===== src/rtl/rst_seq_pkg.sv =====
// Shared types and constants for the reset sequencer.
// The optional software reset request is enabled with RST_SEQ_SW_REQ_EN.
package rst_seq_pkg;

  typedef enum logic [1:0] {
    RESET   = 2'd0,
    HOLD    = 2'd1,
    RELEASE = 2'd2,
    RUN     = 2'd3
  } rst_state_e;

  typedef enum logic [1:0] {
    RstCausePor = 2'd0,
    RstCauseExt = 2'd1,
    RstCauseSw  = 2'd2
  } rst_cause_e;

  // Smallest legal values for the sequencer parameters.
  localparam int MinNumOut        = 1;
  localparam int MinSyncStages    = 2;
  localparam int MinHoldCycles    = 1;
  localparam int MinStaggerCycles = 1;

  // One counter serves both HOLD and RELEASE, so it is sized for the longer interval.
  function automatic int cnt_width(input int hold_cycles, input int stagger_cycles);
    int longest;
    longest = (hold_cycles > stagger_cycles) ? hold_cycles : stagger_cycles;
    return $clog2(longest + 1);
  endfunction

endpackage


===== src/rtl/rst_sync.sv =====
// Asynchronous-assert, synchronous-deassert reset synchroniser.
// Output rises Stages-1 edges after the first edge that samples rst_ni high.
module rst_sync #(
  parameter int Stages = 2
) (
  input  logic clk_i,
  input  logic rst_ni,
  output logic rst_no
);

  logic [Stages-1:0] sync_q;

  always_ff @(posedge clk_i or negedge rst_ni) begin
    if (!rst_ni) begin
      sync_q <= '0;
    end else begin
      sync_q <= {sync_q[Stages-2:0], 1'b1};
    end
  end

  assign rst_no = sync_q[Stages-1];

endmodule


===== src/rtl/rst_sequencer.sv =====
// Reset sequencer: holds all channels in reset, then releases them one by one.
// Define RST_SEQ_SW_REQ_EN to add the sw_rst_req_i software reset request.
module rst_sequencer
  import rst_seq_pkg::*;
#(
  parameter int NumOut        = 4,
  parameter int SyncStages    = 2,
  parameter int HoldCycles    = 16,
  parameter int StaggerCycles = 4
) (
  input  logic              clk_sys_i,
  input  logic              rst_sys_ni,
  input  logic              ext_rst_req_i,
`ifdef RST_SEQ_SW_REQ_EN
  input  logic              sw_rst_req_i,
`endif
  output logic [NumOut-1:0] rst_no,
  output logic              rst_done_o,
  output logic [1:0]        rst_cause_o,
  output logic [1:0]        state_o
);

  localparam int CntW = cnt_width(HoldCycles, StaggerCycles);
  localparam logic [CntW-1:0] HoldLast    = CntW'(HoldCycles - 1);
  localparam logic [CntW-1:0] StaggerLast = CntW'(StaggerCycles - 1);
  localparam logic [NumOut-1:0] FirstOut  = NumOut'(1);
  localparam bit SingleOut = (NumOut == 1);

  logic              sync_rst_n;
  logic              req;
  rst_cause_e        req_cause;
  rst_state_e        state_q;
  logic [CntW-1:0]   cnt_q;
  logic [NumOut-1:0] rst_q;
  logic [NumOut-1:0] next_rst;
  logic              done_q;
  rst_cause_e        cause_q;

  rst_sync #(
    .Stages (SyncStages)
  ) u_rst_sync (
    .clk_i  (clk_sys_i),
    .rst_ni (rst_sys_ni),
    .rst_no (sync_rst_n)
  );

  // External request wins when both arrive on the same edge.
  always_comb begin
    req       = ext_rst_req_i;
    req_cause = RstCauseExt;
`ifdef RST_SEQ_SW_REQ_EN
    req = ext_rst_req_i | sw_rst_req_i;
    if (!ext_rst_req_i) begin
      req_cause = RstCauseSw;
    end
`endif
  end

  assign next_rst = (rst_q << 1) | FirstOut;

  // The pad drives the async clear directly; a racy release is harmless because
  // RESET keeps every output at its reset value until the synchroniser is high.
  always_ff @(posedge clk_sys_i or negedge rst_sys_ni) begin
    if (!rst_sys_ni) begin
      state_q <= RESET;
      cnt_q   <= '0;
      rst_q   <= '0;
      done_q  <= 1'b0;
      cause_q <= RstCausePor;
    end else if (req && (state_q != RESET)) begin
      state_q <= HOLD;
      cnt_q   <= '0;
      rst_q   <= '0;
      done_q  <= 1'b0;
      cause_q <= req_cause;
    end else begin
      case (state_q)
        RESET: begin
          if (sync_rst_n) begin
            state_q <= HOLD;
            cnt_q   <= '0;
          end
        end
        HOLD: begin
          if (cnt_q == HoldLast) begin
            cnt_q <= '0;
            rst_q <= FirstOut;
            if (SingleOut) begin
              state_q <= RUN;
              done_q  <= 1'b1;
            end else begin
              state_q <= RELEASE;
            end
          end else begin
            cnt_q <= cnt_q + 1'b1;
          end
        end
        RELEASE: begin
          if (cnt_q == StaggerLast) begin
            cnt_q <= '0;
            rst_q <= next_rst;
            if (&next_rst) begin
              state_q <= RUN;
              done_q  <= 1'b1;
            end
          end else begin
            cnt_q <= cnt_q + 1'b1;
          end
        end
        RUN: begin
          cnt_q <= '0;
        end
        default: begin
          state_q <= RESET;
        end
      endcase
    end
  end

  assign rst_no      = rst_q;
  assign rst_done_o  = done_q;
  assign rst_cause_o = cause_q;
  assign state_o     = state_q;

endmodule


===== config.mk =====
export PLATFORM = sky130hd
export DESIGN_NAME = rst_sequencer
export DESIGN_NICKNAME = d
export VERILOG_FILES = /design/src/rtl/rst_seq_pkg.sv /design/src/rtl/rst_sync.sv /design/src/rtl/rst_sequencer.sv
export SDC_FILE = /design/constraint.sdc
export NUM_CORES = 1
export LEC_CHECK = 0
export CORE_ASPECT_RATIO = 1.1
export CORE_MARGIN = 2
export CORE_UTILIZATION = 40
export DETAILED_ROUTE_END_ITERATION = 8
export GPL_TIMING_DRIVEN = 0
export PLACE_DENSITY = 0.72
export SETUP_SLACK_MARGIN = 0.4
export SYNTH_ARGS = -nofsm -noshare
export SYNTH_HDL_FRONTEND = slang
export SYNTH_HIERARCHICAL = 1
export SYNTH_SLANG_ARGS = --single-unit

===== constraint.sdc =====
create_clock -name clk_sys_i -period 2.4 [get_ports clk_sys_i]
set_input_delay 0.48 -clock clk_sys_i [delete_from_list [all_inputs] [get_ports clk_sys_i]]
set_output_delay 0.48 -clock clk_sys_i [all_outputs]
set_load 0.05 [all_outputs]

==> results of run 1 <==
## placed cells by master (no fill, tap or decap), drive strengths merged, types with 2 or more instances in the layout
master,count
a21oi,4
mux2i,3
dlymetal6s2s,2
o21ai,4
nor2b,3
ha,7
nand2,10
clkbuf,4
nand3,5
conb,2
clkdlybuf4s50,5
nor3,2
inv,7
dfrtp,15
a22o,3
nand2b,4
dlygate4sd2,3
## registers in the layout, indices dropped and copies added, names as in the netlist
register	cells
rst_done_o	1
rst_no	4
state_o	2
rst_cause_o	1
cnt_q	5
u_rst_sync/sync_q	2
## cell families (layout without fill, tap and decap cells)
| group | count (synthesis) | after routing | synth area share (%) |
|---|---|---|---|
| AND/OR/NAND/NOR | 31 | 31 | 20.50 |
| AO/OA/AOI/OAI | 17 | 17 | 14.31 |
| flip-flops | 15 | 15 | 44.25 |
| buffers and inverters | 9 | 23 | 4.425 |
| adder cells (fa/ha/maj) | 7 | 7 | 10.32 |
| multiplexers | 4 | 4 | 5.309 |
| other | 2 | 2 | 0.8853 |
## stage by stage
stage               utilization [%]  power [mW]  hold slack, ps  area [um^2]
finish                        51.06      0.9805           360.0         1021
floorplan                         -      0.7106           184.4        848.3
CTS                           50.38      0.9776           361.9         1007
global placement              49.19      0.8301           335.7        983.4
detailed placement            49.19      0.8373           340.3        983.4
global route                  51.06       1.057           366.0         1021
## routing by layer
metal | vias to the layer above | track usage, % | part of all wire (%)
met3 | 2 | 2.069 | 1.8
met5 | - | 0 | 0
met4 | 0 | 8.108 | 1.1
li1 | 322 | - | -
met1 | 314 | 21.60 | 48
met2 | 5 | 22.44 | 49
## power by group
| group | internal (mW) | total, mW | switching (mW) |
|---|---|---|---|
| combinational | 0.188 | 0.498 | 0.310 |
| clock | 0.0619 | 0.146 | 0.0846 |
| sequential | 0.291 | 0.336 | 0.0452 |
| total | 0.541 | 0.981 | 0.440 |
## cell type report
type	instances	area, um^2
sequential	15	375.4
multi-input combinational	61	444.2
clock inverter	1	5.005
fill	198	978.4
buffer	2	11.26
inverter	7	26.28
tap	28	35.03
timing repair buffer	10	101.3
clock buffer	3	22.52
## how the worst max path moves through the flow
| stage | to | start | cells after the start | slack (ps) |
|---|---|---|---|---|
| global route | state_o[0]$_DFFE_PN0P_ | cnt_q[0]$_DFFE_PN0P_ | 5 | 400 |
| CTS | rst_no[0] | rst_no[0]$_DFFE_PN0P_ | 1 | 400 |
| detailed placement | cnt_q[0]$_DFFE_PN0P_ | ext_rst_req_i | 5 | 360 |
| floorplan | state_o[0]$_DFFE_PN0P_ | state_o[1]$_DFFE_PN0P_ | 6 | 430 |
| finish | rst_no[3] | rst_no[3]$_DFFE_PN0P_ | 1 | 470 |
| global placement | cnt_q[0]$_DFFE_PN0P_ | ext_rst_req_i | 5 | 370 |
## timing repair
| action | CTS | global route |
|---|---|---|
| setup endpoints to repair | 3 | 8 |
| gates resized for setup | 3 | 5 |
| cloned | 0 | 0 |
==> flow_metrics.tcl, run 1 <==
set metrics [dict create \
    place_congestion 0.7638 \
    clock-sinks 15 \
    drt_first_pass_iters 4 \
    syn_to_final_growth_pct 20.35 \
    vias 643 \
    ys_warn_count 6 \
    num_rows 17 \
    cap_violations 0 \
    critPathMaxStageDelay_ps 800 \
    cts_root_buf "clkbuf_4" \
    endpoint_kind "output port" \
    rsz0062_at_grt "false" \
    clock_path_buffers 2 \
    final-max-slew-violation-count 0 \
    ys_async_sr_fraction_pct 100.0 \
    instances_no_fill 127 \
    yosysMostFrequentCell "dfrtp_1" \
    relSlewSlack_pct 55.20 \
    setup_slack_ps 474.4 \
    synth-seq-cells 15 \
    dpl.hpwl_um 1127 \
    cts_inserted_buffers 3 \
    crit_chain "clkdlybuf4s50_1" \
    die-area_um2 2506 \
    synth_area_leader_cell "dfrtp_1" \
    insertion_delay_ps 280 \
    avgViaCountPerCell 5.063 \
    grt_pass1_wl_um 2732 \
    synth_edf_count 0 \
    reg2regPathDepth 5 \
    p_leak_nw 0.5148 \
    yosys-top-cells-area "dfrtp_1 44%, ha_1 10%, nand2_1 4.4%" \
    path_clk_slew_ps 90 \
    critPathKind "flop to output port" \
    nets 110 \
    ir_drop_mv 0.5044 \
    path_buf_inv 1 \
    finalClockSkew_ps 0.8547 \
    synth_area_um2 848.3 \
    tritoncts "done" \
    die_h_um 52.30 \
    reg2reg_from "cnt_q[0]$_DFFE_PN0P_" \
    grt_max_degree 16 \
    wl_per_cell_um 11.61 \
    synth_nets 95 \
    synth_flop_cell "dfrtp_1" \
    holdBufCountCts 0 \
    post-cts-setup-buffers 0 \
    cp_slowest_cell "clkdlybuf4s50_1" \
    power_density_nw_per_um2 960.4 \
    grt_use_total_pct 15.41 \
    syn_area_per_cell_um2 9.980 \
    cp_max_fo 2 \
    drtIter0Drc 11 \
    ys_seq_area_share_pct 44.25 \
    drc_errors 0 \
    fin_crit_ps 1926 \
    start_util_pct 42.43 \
    cp.arrival_ps 1450 \
    netlist.area_leader.share_pct 44.25 \
    hold_path_end "u_rst_sync/sync_q[1]$_DFF_PN0_" \
    io_buffers 10 \
    io_pins 12 \
    fin_tns_setup_ps 0 \
    grt.overflow.total 0 \
    cp.required_ps 1920 \
    setup_viol 0 \
    timing_hold_violations_final 0 \
    cp-start-kind "flop" \
    core_um2 1999 \
    synth_commonest_cells "15 x dfrtp_1, 10 x nand2_1, 7 x ha_1, 7 x inv_1, 5 x nand3_1" \
    hold_depth 0 \
    drtAntennaViolNets 0 \
    antenna_cells 0 \
    syn_inst 85 \
    period_share_pct 80.23 \
    htree_levels 1 \
    timing.fmax_mhz 519.3 \
    crit_family "buffers and inverters" \
    drt_wl_total_um 1475 \
    drive_gt1_share_pct 13.13 \
    status "finished clean" \
    die_x_um 47.91 \
    dpl.cell_count 123 \
    tightest_slew_ps 670.0 \
    place_ws_ps 364.3 \
    hp-start "u_rst_sync/sync_q[0]$_DFF_PN0_" \
    r2r_end "state_o[0]$_DFFE_PN0P_" \
    hp-class "flop to flop" \
    synth_cell_type_count 29 \
    grt_pass1_vias 624 \
    rrSetupSlack_ps 510 \
    antenna_found_initial 0 \
]
Note: power is estimated with default switching activity, not from simulation.
==> run 2: changes to the inputs <==
clock period = 2 ns   (was 2.4 ns; I/O delays follow)
==> run 2 against run 1 <==
Compared with the run above: via count increased by 4.5%; non-clock buffer count rose by 9; worst setup slack worse by 250 ps; sequential share of layout area fell by 3.9 points; sequential power increased by 22%; global-route usage up 0.35 points; count of clock-buffer cells in the layout did not move; die area unchanged; first-iteration DRC count rose by 82%; power up 36%; critical path type is now flop to flop.
==> flow_metrics.tcl, run 2 (synthesis gave the netlist of run 1 again) <==
set metrics [dict create \
    final_area_um2 1151 \
    timing_hold_violations_final 0 \
    cp-start-kind "flop" \
    syn_to_final_growth_pct 35.69 \
    mostFrequentLayoutCells "13 x dfrtp_1, 10 x nand2_1, 10 x buf_4" \
    relSlewSlack_pct 54.08 \
    mostFrequentLayoutCell "dfrtp_1" \
    cts_inserted_buffers 3 \
    drive_gt1_share_pct 36.11 \
    endpoint_kind "flop" \
    period_share_pct 88.99 \
    drt_wl_total_um 1628 \
    grt_max_degree 16 \
    setup_viol 0 \
    holdBufCountCts 0 \
    cp.arrival_ps 1960 \
    path_buf_inv 0 \
    grt.overflow.total 0 \
    rsz0062_at_grt "true" \
    reg2reg_from "cnt_q[0]$_DFFE_PN0P_" \
    fin_crit_ps 1780 \
    drtAntennaViolNets 0 \
    hp-class "flop to flop" \
    tightest_slew_ps 686.6 \
    power_density_nw_per_um2 1159 \
    clock-sinks 15 \
    drt_first_pass_iters 4 \
    num_rows 17 \
    drc_errors 0 \
    p_leak_nw 0.5338 \
    finalClockSkew_ps 6.992 \
    core_um2 1999 \
    largest_reg_flops 5 \
    wl_per_cell_um 11.97 \
    grt_use_total_pct 15.76 \
    ir_drop_mv 0.6434 \
    cap_violations 0 \
    avgViaCountPerCell 4.941 \
    multi_input_area_um2 509.2 \
    crit_chain "ha_4, or4b_4, o211ai_2, nand4_2, mux2_4" \
    io_buffers 10 \
    final_util_pct 57.57 \
    place_congestion 0.7793 \
    grt_pass1_vias 655 \
    final-max-slew-violation-count 0 \
    vias 672 \
    fin_tns_setup_ps 0 \
    clock_path_buffers 2 \
    grt_pass1_wl_um 2780 \
    dpl.hpwl_um 1126 \
    cp_max_fo 4 \
    timing.fmax_mhz 561.9 \
    cts_root_buf "clkbuf_4" \
    seq_area_um2 377.9 \
    status "finished clean" \
    die_h_um 52.30 \
    nets 119 \
    critPathMaxStageDelay_ps 510 \
    critPathKind "flop to flop" \
    power.total_mw 1.334 \
    start_util_pct 42.43 \
    die_x_um 47.91 \
    cp_slowest_cell "or4b_4" \
    antenna_cells 0 \
    drtIter0Drc 20 \
    die-area_um2 2506 \
    htree_levels 1 \
    max_flop_register "cnt_q" \
    n_fill_cell 163 \
    hp-start "u_rst_sync/sync_q[0]$_DFF_PN0_" \
    tritoncts "done" \
    antenna_found_initial 0 \
    io_pins 12 \
    path_clk_slew_ps 100 \
    cp.required_ps 2180 \
    placed_cell_area_um2 999.7 \
    crit_family "simple AND/OR/NAND/NOR gates" \
    cp-startpoint "cnt_q[0]$_DFFE_PN0P_" \
    insertion_delay_ps 290 \
]
run 2: changes by cell type in the layout (fill, tap and decap cells not counted), sizes merged:
| cell | previous run | this run |
|---|---|---|
| dlymetal6s2s | 2 | 0 |
| buf | 1 | 10 |
| dlygate4sd2 | 3 | 0 |
| clkdlybuf4s15 | 0 | 6 |
| clkdlybuf4s50 | 5 | 2 |
| clkbuf | 4 | 6 |
run 2: report_power, final:
part / internal, mW / total, mW / switching (mW)
sequential: 0.352 / 0.411 / 0.0586
clock: 0.0742 / 0.181 / 0.107
combinational: 0.333 / 0.741 / 0.409
total: 0.759 / 1.33 / 0.574
run 2: what timing repair did:
| action | CTS | global route |
|---|---|---|
| pin swaps | 7 | 1 |
| setup buffers | 8 | 1 |
| setup endpoints to repair | 18 | 15 |
| gates resized for setup | 28 | 9 |
run 2: routing by layer:
layer / track usage (%) / wire, um / up-vias
li1: - / - / 338
met1: 20.90 / 756 / 320
met2: 24.89 / 818 / 12
met3: 3.103 / 41 / 2
met4: 5.405 / 12 / 0
met5: 0 / 0 / -
run 2: final cells by class:
type	count	area share, %
inverter	7	2.283
multi-input combinational	61	44.24
buffer	2	1.087
clock inverter	1	0.4348
tap	28	3.043
sequential	15	32.83
timing repair buffer	19	14.13
clock buffer	3	1.957
run 2: final timing paths:
path,endpoint,slack [ps],depth (start not counted)
max,state_o[0]$_DFFE_PN0P_,220,5
min,u_rst_sync/sync_q[1]$_DFF_PN0_,360,0
max reg2reg,state_o[0]$_DFFE_PN0P_,220,5
min reg2reg,u_rst_sync/sync_q[1]$_DFF_PN0_,360,0
max in group asynchronous,state_o[1]$_DFFE_PN0P_,1010,1
min in group asynchronous,state_o[0]$_DFFE_PN0P_,520,1
run 2: metrics by stage:
| step | setup WS (ps) | instances | hold slack (ps) |
|---|---|---|---|
| 2_1_floorplan | 266.9 | 85 | 104.4 |
| 3_3_place_gp | 143.8 | 123 | 331.3 |
| 3_5_place_dp | 103.3 | 123 | 341.1 |
| 4_1_cts | 215.1 | 135 | 364.2 |
| 5_1_grt | 159.4 | 136 | 368.9 |
| 6_report | 220.3 | 136 | 360.2 |
==> run 3: changes to the inputs <==
GPL_TIMING_DRIVEN = 1   (was 0)
==> run 3 against run 2 <==
Compared with the run above: core utilization increased by 1.4 points; hold slack about the same; non-clock buffer count unchanged; global-route usage increased by 2.0 points; sequential power about the same; register-to-register slack got worse by 30 ps; critical path depth increased by 1; die area unchanged; worst setup slack got worse by 27 ps; via count increased by 10%; sequential cell count unchanged; critical path type unchanged; largest power group unchanged.
==> flow_metrics.tcl, run 3 (synthesis gave the netlist of run 1 again) <==
set metrics [dict create \
    status "finished clean" \
    grt_use_total_pct 17.79 \
    timing_hold_violations_final 0 \
    fin_crit_ps 1806 \
    grt_max_degree 11 \
    largest_reg_flops 5 \
    insertion_delay_ps 300 \
    endpoint_kind "flop" \
    drc_errors 0 \
    grt.overflow.total 0 \
    grt_pass1_wl_um 3029 \
    mostFrequentLayoutCell "dfrtp_1" \
    finalClockSkew_ps 4.042 \
    mostFrequentLayoutCells "13 x dfrtp_1, 9 x nand2_1, 9 x buf_4" \
    die_h_um 52.30 \
    period_share_pct 90.32 \
    drt_first_pass_iters 4 \
    die-area_um2 2506 \
    cap_violations 0 \
    fin_tns_setup_ps 0 \
    place_ws_ps 114.3 \
    antenna_cells 0 \
    syn_to_final_growth_pct 38.94 \
    setup_slack_ps 193.7 \
    htree_levels 1 \
    drt_wl_total_um 1945 \
    timing.fmax_mhz 553.6 \
    tritoncts "done" \
    nets 119 \
    place_congestion 0.7248 \
    drtIter0Drc 15 \
    final-max-slew-violation-count 0 \
    cp-start-kind "flop" \
    core_um2 1999 \
    io_buffers 10 \
    cp_max_fo 4 \
    dpl.hpwl_um 1265 \
    power_density_nw_per_um2 1203 \
    drtAntennaViolNets 0 \
    start_util_pct 42.43 \
    rsz0062_at_grt "true" \
    dpl.cell_count 123 \
    critPathKind "flop to flop" \
    antenna_found_initial 0 \
    avgViaCountPerCell 5.434 \
    p_leak_nw 0.5423 \
    ir_drop_mv 0.7042 \
    io_pins 12 \
    cts_inserted_buffers 3 \
    num_rows 17 \
    clock_path_buffers 2 \
    max_flop_register "cnt_q" \
    drive_gt1_share_pct 38.89 \
    setup_viol 0 \
    grt_pass1_vias 730 \
    vias 739 \
    clock-sinks 15 \
    final_util_pct 58.95 \
    wl_per_cell_um 14.30 \
    die_x_um 47.91 \
    path_clk_slew_ps 100 \
    finalHoldWorstSlack_ps 359.9 \
    instances_no_fill 136 \
    cp.required_ps 2250 \
    cp.arrival_ps 2050 \
    cts_root_buf "clkbuf_4" \
    hp-class "flop to flop" \
]
## run 3: cell count changes in the layout (fill, tap and decap cells not counted), sizes merged
| cell | previous run | this run |
|---|---|---|
| buf | 10 | 11 |
| clkbuf | 6 | 5 |
## run 3: report_power, final
| group | switching [mW] | leakage [nW] | total, mW | internal, mW |
|---|---|---|---|---|
| combinational | 0.465 | 0.335 | 0.823 | 0.358 |
| sequential | 0.0566 | 0.190 | 0.409 | 0.352 |
| clock | 0.111 | 0.0177 | 0.186 | 0.0747 |
## run 3: repair_timing
action                     in CTS  in global routing
resized for setup              31                 10
setup buffers                   7                  2
pin swaps                       2                  5
setup endpoints to repair      18                 16
hold buffers                    0                  0
## run 3: worst max-delay path, cell delays in order, from the launching register on
cell,delay (ps)
dfrtp_1,410
ha_4,170
or4b_4,490
buf_6,150
a21oi_4,170
and3_4,220
a22o_1,130
## run 3: metal layers
layer | vias to the layer above | routed length (um) | part of all wire (%) | GRT usage, %
met5 | - | 0 | 0 | 0
met4 | 0 | 86 | 4.4 | 14.41
met3 | 13 | 101 | 5.2 | 3.448
met2 | 35 | 972 | 50 | 29.33
met1 | 352 | 785 | 40 | 18.51
li1 | 339 | - | - | -
## run 3: worst paths after layout
kind / depth (start not counted) / endpoint / startpoint / slack, ps
setup / recovery: 6 / rst_no[2]$_DFFE_PN0P_ / cnt_q[1]$_DFFE_PN0P_ / 190
hold reg to reg: 0 / u_rst_sync/sync_q[1]$_DFF_PN0_ / u_rst_sync/sync_q[0]$_DFF_PN0_ / 360
max in group asynchronous: 2 / rst_done_o$_DFFE_PN0P_ / rst_sys_ni / 1160
min in group asynchronous: 1 / cnt_q[4]$_DFFE_PN0P_ / rst_sys_ni / 380
hold / removal: 0 / u_rst_sync/sync_q[1]$_DFF_PN0_ / u_rst_sync/sync_q[0]$_DFF_PN0_ / 360
setup reg to reg: 6 / rst_no[2]$_DFFE_PN0P_ / cnt_q[1]$_DFFE_PN0P_ / 190
## run 3: cell type report
class                           count  area [um^2]
Clock buffer                        3        22.52
Clock inverter                      1        5.005
Fill cell                         176        820.8
Inverter                            7        26.28
Multi-Input combinational cell     61        526.8
Sequential cell                    15        377.9
Tap cell                           28        35.03
Timing Repair Buffer               21        185.2
## run 3: stage by stage
step | instance area [um^2] | power, mW
global route | 1179 | 1.501
CTS | 1135 | 1.347
floorplan | 864.6 | 0.8720
detailed placement | 1002 | 1.038
finish | 1179 | 1.418
global placement | 1002 | 1.020
